**config.mk**
```make
export PLATFORM = sky130hd
export DESIGN_NAME = result_display_scan
export DESIGN_NICKNAME = d
export VERILOG_FILES = /design/src/rtl/result_display_scan.sv
export SDC_FILE = /design/constraint.sdc
export NUM_CORES = 1
export LEC_CHECK = 0
export CAP_MARGIN = 20
export CORE_ASPECT_RATIO = 0.6
export CORE_MARGIN = 2
export CORE_UTILIZATION = 30
export CTS_BUF_LIST = sky130_fd_sc_hd__clkbuf_2
export CTS_CLUSTER_DIAMETER = 120
export CTS_CLUSTER_SIZE = 24
export DETAILED_ROUTE_END_ITERATION = 12
export GPL_TIMING_DRIVEN = 0
export HOLD_SLACK_MARGIN = 0.03
export PLACE_DENSITY = 0.44
export RECOVER_POWER = 25
export SLEW_MARGIN = 20
export SYNTH_ARGS = -nofsm -noshare
export SYNTH_HDL_FRONTEND = slang
export SYNTH_SLANG_ARGS = --single-unit
```
**constraint.sdc**
```tcl
create_clock -name clk -period 3.1 [get_ports clk]
set_clock_uncertainty 0.15 [all_clocks]
set_input_delay 0.465 -clock clk [delete_from_list [all_inputs] [get_ports clk]]
set_output_delay 0.465 -clock clk [all_outputs]
set_load 0.05 [all_outputs]
```
**src/rtl/result_display_scan.sv**
```systemverilog
// Display stage: latches each executed instruction's opcode, destination, ALU result and flags,
// then scans them onto a 4-digit active-low 7-segment display, blinking the result digit on a flag.
module result_display_scan #(
  parameter int REFRESH_DIV = 100000,
  parameter int BLINK_TICKS = 250
) (
  input  logic        clk,
  input  logic        rst,
  input  logic        result_valid,
  input  logic [15:0] instruction,
  input  logic [3:0]  alu_result,
  input  logic        overflow,
  input  logic        underflow,
  output logic [6:0]  ssd_seg,
  output logic [3:0]  ssd_anode
);

  localparam int RW = (REFRESH_DIV > 1) ? $clog2(REFRESH_DIV) : 1;
  localparam int BW = (BLINK_TICKS > 1) ? $clog2(BLINK_TICKS) : 1;
  localparam logic [RW-1:0] REF_MAX = RW'(REFRESH_DIV - 1);
  localparam logic [BW-1:0] BLK_MAX = BW'(BLINK_TICKS - 1);

  logic [RW-1:0] ref_cnt_r;
  logic [BW-1:0] blk_cnt_r;
  logic [1:0]    idx_r;
  logic          phase_on_r;
  logic          has_result_r;
  logic [3:0]    opcode_r;
  logic [3:0]    dest_r;
  logic [3:0]    result_r;
  logic          ovf_r;
  logic          unf_r;
  logic [6:0]    ssd_seg_r;
  logic [3:0]    ssd_anode_r;

  logic          tick_s;
  logic          blk_wrap_s;
  logic [1:0]    idx_next_s;
  logic [6:0]    seg_next_s;
  logic [3:0]    anode_next_s;

  function automatic logic [6:0] hex_glyph(input logic [3:0] value);
    logic [6:0] glyph;
    case (value)
      4'h0: glyph = 7'h40;
      4'h1: glyph = 7'h79;
      4'h2: glyph = 7'h24;
      4'h3: glyph = 7'h30;
      4'h4: glyph = 7'h19;
      4'h5: glyph = 7'h12;
      4'h6: glyph = 7'h02;
      4'h7: glyph = 7'h78;
      4'h8: glyph = 7'h00;
      4'h9: glyph = 7'h10;
      4'hA: glyph = 7'h08;
      4'hB: glyph = 7'h03;
      4'hC: glyph = 7'h46;
      4'hD: glyph = 7'h21;
      4'hE: glyph = 7'h06;
      4'hF: glyph = 7'h0E;
      default: glyph = 7'h7F;
    endcase
    return glyph;
  endfunction

  function automatic logic [6:0] flag_glyph(input logic ovf, input logic unf);
    logic [6:0] glyph;
    case ({ovf, unf})
      2'b00:   glyph = 7'h7F;
      2'b10:   glyph = 7'h7E;
      2'b01:   glyph = 7'h77;
      2'b11:   glyph = 7'h76;
      default: glyph = 7'h7F;
    endcase
    return glyph;
  endfunction

  // Next digit selection and glyph, built from pre-edge latched values and phase
  always_comb begin
    tick_s       = (ref_cnt_r == REF_MAX);
    blk_wrap_s   = tick_s && (blk_cnt_r == BLK_MAX);
    idx_next_s   = idx_r + 2'd1;
    anode_next_s = 4'b1111;
    seg_next_s   = 7'h7F;
    case (idx_next_s)
      2'd0:    anode_next_s = 4'b1110;
      2'd1:    anode_next_s = 4'b1101;
      2'd2:    anode_next_s = 4'b1011;
      2'd3:    anode_next_s = 4'b0111;
      default: anode_next_s = 4'b1111;
    endcase
    if (!has_result_r) begin
      seg_next_s = 7'h3F;
    end else begin
      case (idx_next_s)
        2'd0: begin
          // Blanked in the off phase, but only while a flag is latched
          if ((ovf_r || unf_r) && !phase_on_r) begin
            seg_next_s = 7'h7F;
          end else begin
            seg_next_s = hex_glyph(result_r);
          end
        end
        2'd1:    seg_next_s = flag_glyph(ovf_r, unf_r);
        2'd2:    seg_next_s = hex_glyph(dest_r);
        2'd3:    seg_next_s = hex_glyph(opcode_r);
        default: seg_next_s = 7'h7F;
      endcase
    end
  end

  // Refresh divider and scan index
  always_ff @(posedge clk) begin
    if (rst) begin
      ref_cnt_r <= '0;
      idx_r     <= 2'd3;
    end else if (tick_s) begin
      ref_cnt_r <= '0;
      idx_r     <= idx_next_s;
    end else begin
      ref_cnt_r <= ref_cnt_r + RW'(1);
    end
  end

  // Result capture on the strobe
  always_ff @(posedge clk) begin
    if (rst) begin
      has_result_r <= 1'b0;
      opcode_r     <= 4'h0;
      dest_r       <= 4'h0;
      result_r     <= 4'h0;
      ovf_r        <= 1'b0;
      unf_r        <= 1'b0;
    end else if (result_valid) begin
      has_result_r <= 1'b1;
      opcode_r     <= instruction[15:12];
      dest_r       <= instruction[3:0];
      result_r     <= alu_result;
      ovf_r        <= overflow;
      unf_r        <= underflow;
    end
  end

  // Blink timing; a new result restarts the on phase even on a wrap edge
  always_ff @(posedge clk) begin
    if (rst) begin
      blk_cnt_r  <= '0;
      phase_on_r <= 1'b1;
    end else if (result_valid) begin
      blk_cnt_r  <= '0;
      phase_on_r <= 1'b1;
    end else if (blk_wrap_s) begin
      blk_cnt_r  <= '0;
      phase_on_r <= !phase_on_r;
    end else if (tick_s) begin
      blk_cnt_r  <= blk_cnt_r + BW'(1);
    end
  end

  // Registered pin drivers
  always_ff @(posedge clk) begin
    if (rst) begin
      ssd_seg_r   <= 7'h7F;
      ssd_anode_r <= 4'b1111;
    end else if (tick_s) begin
      ssd_seg_r   <= seg_next_s;
      ssd_anode_r <= anode_next_s;
    end
  end

  assign ssd_seg   = ssd_seg_r;
  assign ssd_anode = ssd_anode_r;

endmodule

```
==> impl_metrics.ini, run 1 <==
[power_and_ir_drop]
powerDensity_nw_per_um2 = 396
p_leak_nw = 1.56
ir_drop_v = 0.000123
intPower_mw = 1.19
p_sw_mw = 0.463
switching_share_pct = 28.0
seqPwrFrac_pct = 61.9
comb_power_share_pct = 11.1
p_clk_share_pct = 27.1

[synth]
seq_area_frac_synth_pct = 41.2
syn-num-nets = 434
synth_edf_count = 0
ys_seq_elements = 75
syn_inst = 383
synth_cell_types = 51
synth_top_cell_by_area = dfxtp_1
synth_top_cell_area_share_pct = 41.2
ys_warn_count = 0
synth_area_um2 = 3650
async_flop_share_pct = 0
synth.area.top_cells = dfxtp_1 (41%), ha_1 (8.9%), mux2i_1 (7.1%)
synth-main-ff-cell = dfxtp_1
syn_area_per_cell_um2 = 9.52

[floorplan]
coreArea_um2 = 11900
die_area_um2 = 13100
die_y_um = 89.4
initial_core_util_pct = 30.5
num_rows = 31
fp.dieW_um = 146
io-pin-count = 36

[min_path]
hp-start = blk_cnt_r[6]
hp-class = reg2reg

[layout]
fillers = 1265
final_cells = 588
antenna_cells = 0
syn_to_final_growth_pct = 14.6
nNetsFinal = 470
drive_above_1_share_pct = 8.27
utilization_pct = 35.0

[setup_path]
critPathKind = reg2out
setup.worst_path.start = ssd_seg[1]
crit_buf_inv = 1
slowest_stage = clkdlybuf4s50_1
required_ps = 2480
timing.rr.start = ref_cnt_r[0]
path_cells = clkdlybuf4s50_1
crit_arrival_ps = 1750
cpPeakStageDelay_ps = 820
worstPathMaxFanout = 2
crit_path_start_kind = flop
critPathCaptureType = output port
cpLargestDelayFamily = buffers and inverters

[route]
wl_per_cell_um = 15.1
drc_errors = 0
vias = 2835
postRouteAntennaNets = 0
viasPerCell = 4.82
drt_wl_total_um = 8860
drt_iter0_drc = 148
first_pass_iters = 4

[timing]
slew-limit-headroom_pct = 46.2
finalCriticalPeriod_ps = 2360
setup_slack_ps = 739
period_share_pct = 76.2
hold_viol = 0
drv_slew = 0
setup-tns-final_ps = 0
max_freq_ghz = 0.424
rsz0062_at_grt = no
setup_viol = 0
worstMarginPinSlew_ps = 799

[grt]
antenna_found_initial = 0
overflow = 0
grt_usage_pct = 14.4
grt_max_degree = 13
grt_pass1_wl_um = 14400
grt_pass1_vias = 2692

[clock_network]
worstSkewPairLatency_ps = 510
clk_path_buf_depth = 2
cts_resized = 0
clock-root-buffer = clkbuf_2
cts-htree-levels = 3
clkSinkCount = 75
clk_pin_slew_ps = 210
cts_tree = yes
cts_made_buffers = 9
cts_setup_buffers = 0
ctsHoldBuffers = 0

[status]
status = complete, no violations

[flow_run]
maxCapViolCount = 0

[placement]
placed_cells = 573
dpl.hpwl_um = 6550
numPortBuffers = 25
finalWeightedCongestion = 0.849
dp_slack_ps = 212
## through the flow
| stage | hold slack (ps) | total power [mW] | area (um^2) |
|---|---|---|---|
| floorplan | 278 | 1.16 | 3650 |
| global placement | 303 | 1.23 | 4100 |
| detailed placement | 307 | 1.23 | 4100 |
| CTS | 339 | 1.69 | 4190 |
| global route | 365 | 1.75 | 4180 |
| finish | 339 | 1.65 | 4180 |
## synthesized netlist by cell type (9+ instances only)
library cell / n
and3_1: 9
o22ai_1: 9
mux2i_1: 26
inv_1: 15
o21ai_0: 21
nor2_1: 41
clkbuf_1: 9
buf_2: 9
or3_1: 9
nand2_1: 16
ha_1: 26
dfxtp_1: 75
## cell families after synthesis
group / count (synthesis) / share of synthesized area (%)
AOI/OAI and AO/OA: 80 / 15.3
and+or+nand+nor: 117 / 17.3
buffers and inverters: 41 / 4.73
DFF: 75 / 41.2
adders and majority gates: 26 / 8.92
xor gates and xnor gates: 15 / 3.60
muxes: 29 / 8.99
## per-layer routing
layer	up-vias	routed length, um	GRT usage, %
met5	-	0	0
met4	0	57	4.50
met3	4	434	3.88
met2	46	3260	18.4
met1	1323	5110	22.5
li1	1462	-	-
## cells in the final DEF, fill, tap and decap left out, types with 7 or more instances in the layout
cell type / netlist / routed
inv_1: 15 / 18
xor2_1: 7 / 7
nand4_1: 7 / 7
dfxtp_1: 75 / 75
or3_1: 9 / 9
nand2_1: 16 / 16
clkbuf_2: 0 / 10
ha_1: 26 / 26
clkdlybuf4s50_1: 0 / 25
o21ai_0: 21 / 22
nand3_1: 8 / 8
xnor2_1: 8 / 8
o22ai_1: 9 / 9
o211ai_1: 8 / 8
a21oi_1: 8 / 8
nor2_1: 41 / 41
mux2i_1: 26 / 26
and3_1: 9 / 9
clkbuf_1: 9 / 15
## path summary, 6_finish.rpt
check | endpoint | slack (ps) | depth (start not counted)
max reg2reg | ssd_seg[3] | 740 | 7
min reg2reg | blk_cnt_r[6] | 340 | 1
min | blk_cnt_r[6] | 340 | 1
max | ssd_seg[1] | 740 | 1
## cell type report
class                      instances  area, um^2  share of cell area [%]
clock inverter                     5        31.3                   0.749
clock buffer                      10        50.0                    1.20
sequential                        75        1500                    35.9
buffer                            22        95.1                    2.28
multi-input combinational        267        1970                    47.2
tap                              165         206                    4.94
timing repair buffer              25         250                    5.99
inverter                          19        71.3                    1.71
## power groups by stage
| stage | Combinational, mW | Sequential, mW | Clock [mW] |
|---|---|---|---|
| final | 0.183 | 1.02 | 0.448 |
| after global routing | 0.204 | 1.03 | 0.517 |
| after CTS | 0.184 | 1.02 | 0.477 |
| after detailed placement | 0.183 | 1.04 | 0 |
| after global placement | 0.182 | 1.04 | 0 |
| after floorplan | 0.127 | 1.04 | 0 |
Power figures use the tool's default switching activity.
==> run 2: changes to the inputs <==
--- a/config.mk
+++ b/config.mk
@@ -15,7 +15,7 @@
 export DETAILED_ROUTE_END_ITERATION = 12
 export GPL_TIMING_DRIVEN = 0
 export HOLD_SLACK_MARGIN = 0.03
-export PLACE_DENSITY = 0.44
+export PLACE_DENSITY = 0.46
 export RECOVER_POWER = 25
 export SLEW_MARGIN = 20
 export SYNTH_ARGS = -nofsm -noshare
==> constraint.sdc (replaced) <==
create_clock -name clk -period 2.09 [get_ports clk]
set_clock_uncertainty 0.15 [all_clocks]
set_input_delay 0.3135 -clock clk [delete_from_list [all_inputs] [get_ports clk]]
set_output_delay 0.3135 -clock clk [all_outputs]
set_load 0.05 [all_outputs]
==> run 2 against run 1 <==
Net effect:
- count of clock-buffer cells in the layout down 1
- register-to-register slack worse by 670 ps
- sequential cell count unchanged
- total power up 49%
- sequential share of layout area down 0.77 points
- sequential power up 49%
- wire length down 1.0%
- critical path depth up 6
- non-clock buffer count up 4
==> impl_metrics.ini, run 2 (synthesis results as in run 1) <==
[timing]
setup_viol = 0
worstMarginPinSlew_ps = 844
finalCriticalPeriod_ps = 2020
rsz0062_at_grt = yes
period_share_pct = 96.7
drv_slew = 0
hold_viol = 0
slew-limit-headroom_pct = 43.1
max_freq_ghz = 0.495

[layout]
final_common_cell = dfxtp_1
mostFrequentLayoutCells = dfxtp_1 (71), nor2_1 (36), mux2i_1 (26)
syn_to_final_growth_pct = 17.5
nNetsFinal = 474
utilization_pct = 35.9
final_cells = 593
drive_above_1_share_pct = 13.6

[setup_path]
cpPeakStageDelay_ps = 460
crit_path_start_kind = flop
critPathKind = reg2reg
path_cells = ha_2, and4_1, buf_6, nand3_4, buf_6, or4_1, a21oi_1
crit_arrival_ps = 2350
cpMostUsedCell = buf_6
slowest_stage = or4_1
required_ps = 2420
worstPathMaxFanout = 10
critPathCaptureType = flop

[floorplan]
initial_core_util_pct = 30.5
fp.dieW_um = 146
coreArea_um2 = 11900
num_rows = 31
io-pin-count = 36
die_area_um2 = 13100
die_y_um = 89.4

[route]
drt_wl_total_um = 8770
wl_met3_um = 315
wl_met1_um = 4980
wl_per_cell_um = 14.8
viasPerCell = 4.83
postRouteAntennaNets = 0
first_pass_iters = 4
vias = 2867
drc_errors = 0
maxUsedRoutingLayer = met4
drt_iter0_drc = 172
wl_met2_um = 3420

[grt]
overflow = 0
antenna_found_initial = 1
grt_usage_pct = 14.2
grt_pass1_wl_um = 14200
grt_pass1_vias = 2734
grt_max_degree = 13

[flow_run]
maxCapViolCount = 0

[clock_network]
clk_pin_slew_ps = 210
cts_tree = yes
cts_made_buffers = 9
clkSinkCount = 75
clock-root-buffer = clkbuf_2
clk_path_buf_depth = 2
cts-htree-levels = 3
worstSkewPairLatency_ps = 530

[power_and_ir_drop]
power_mw = 2.46
p_leak_nw = 1.58
powerDensity_nw_per_um2 = 574
ir_drop_v = 0.000175

[status]
status = complete, no violations

[min_path]
hp-class = in2reg

[placement]
numPortBuffers = 25
finalWeightedCongestion = 0.782
dpl.hpwl_um = 6360
placed_cells = 573
run 2: metrics by stage:
stage                     hold slack, ps  worst slack, ps  area, um^2  TNS [ps]
after floorplan                      278             17.4        3670         0
after global placement               302             -426        4120     -8570
after detailed placement             306             -431        4120     -8090
after CTS                            139             6.78        4210         0
after global routing                 177            -10.2        4290     -10.7
final                                187             69.5        4290         0
run 2: what timing repair did:
item | in CTS | in global routing
gates cloned | 0 | 0
resized for setup | 15 | 21
endpoints found under the setup margin | 31 | 16
hold buffers | 0 | 0
pin swaps | 0 | 1
buffers inserted | 2 | 2
run 2: final timing paths:
kind                      from      endpoint  slack, ps  cells after the start
setup / recovery  ref_cnt_r[0]  blk_cnt_r[0]         70                      7
setup reg to reg  ref_cnt_r[0]  blk_cnt_r[0]         70                      7
hold / removal    result_valid  has_result_r        190                      4
hold reg to reg   blk_cnt_r[6]  blk_cnt_r[6]        340                      1
run 2: critical path: cells and delay by family (launching register included):
family / cells / cell delay [ps]
AO/OA/AOI/OAI: 1 / 150
adder cells (fa/ha/maj): 1 / 200
buffers and inverters: 2 / 300
flip-flops: 1 / 380
AND/OR/NAND/NOR: 3 / 780
run 2: area by class of cell:
class / count / area, um^2
antenna: 1 / 2.50
buffer: 22 / 119
clock buffer: 9 / 45.0
clock inverter: 6 / 33.8
fill: 1228 / 7660
inverter: 19 / 71.3
multi-input combinational: 267 / 2030
sequential: 75 / 1510
tap: 165 / 206
timing repair buffer: 29 / 267
run 2: report_power, final:
part	leakage [nW]	switching (mW)	internal, mW
Combinational	0.914	0.153	0.129
Clock	0.0526	0.520	0.140
Sequential	0.615	0.0250	1.49
Total	1.58	0.698	1.76
run 2: layer usage:
metal,up-vias,global-route usage (%)
met4,0,4.24
li1,1473,-
met1,1336,21.2
met3,6,3.83
met2,52,19.6
met5,-,0
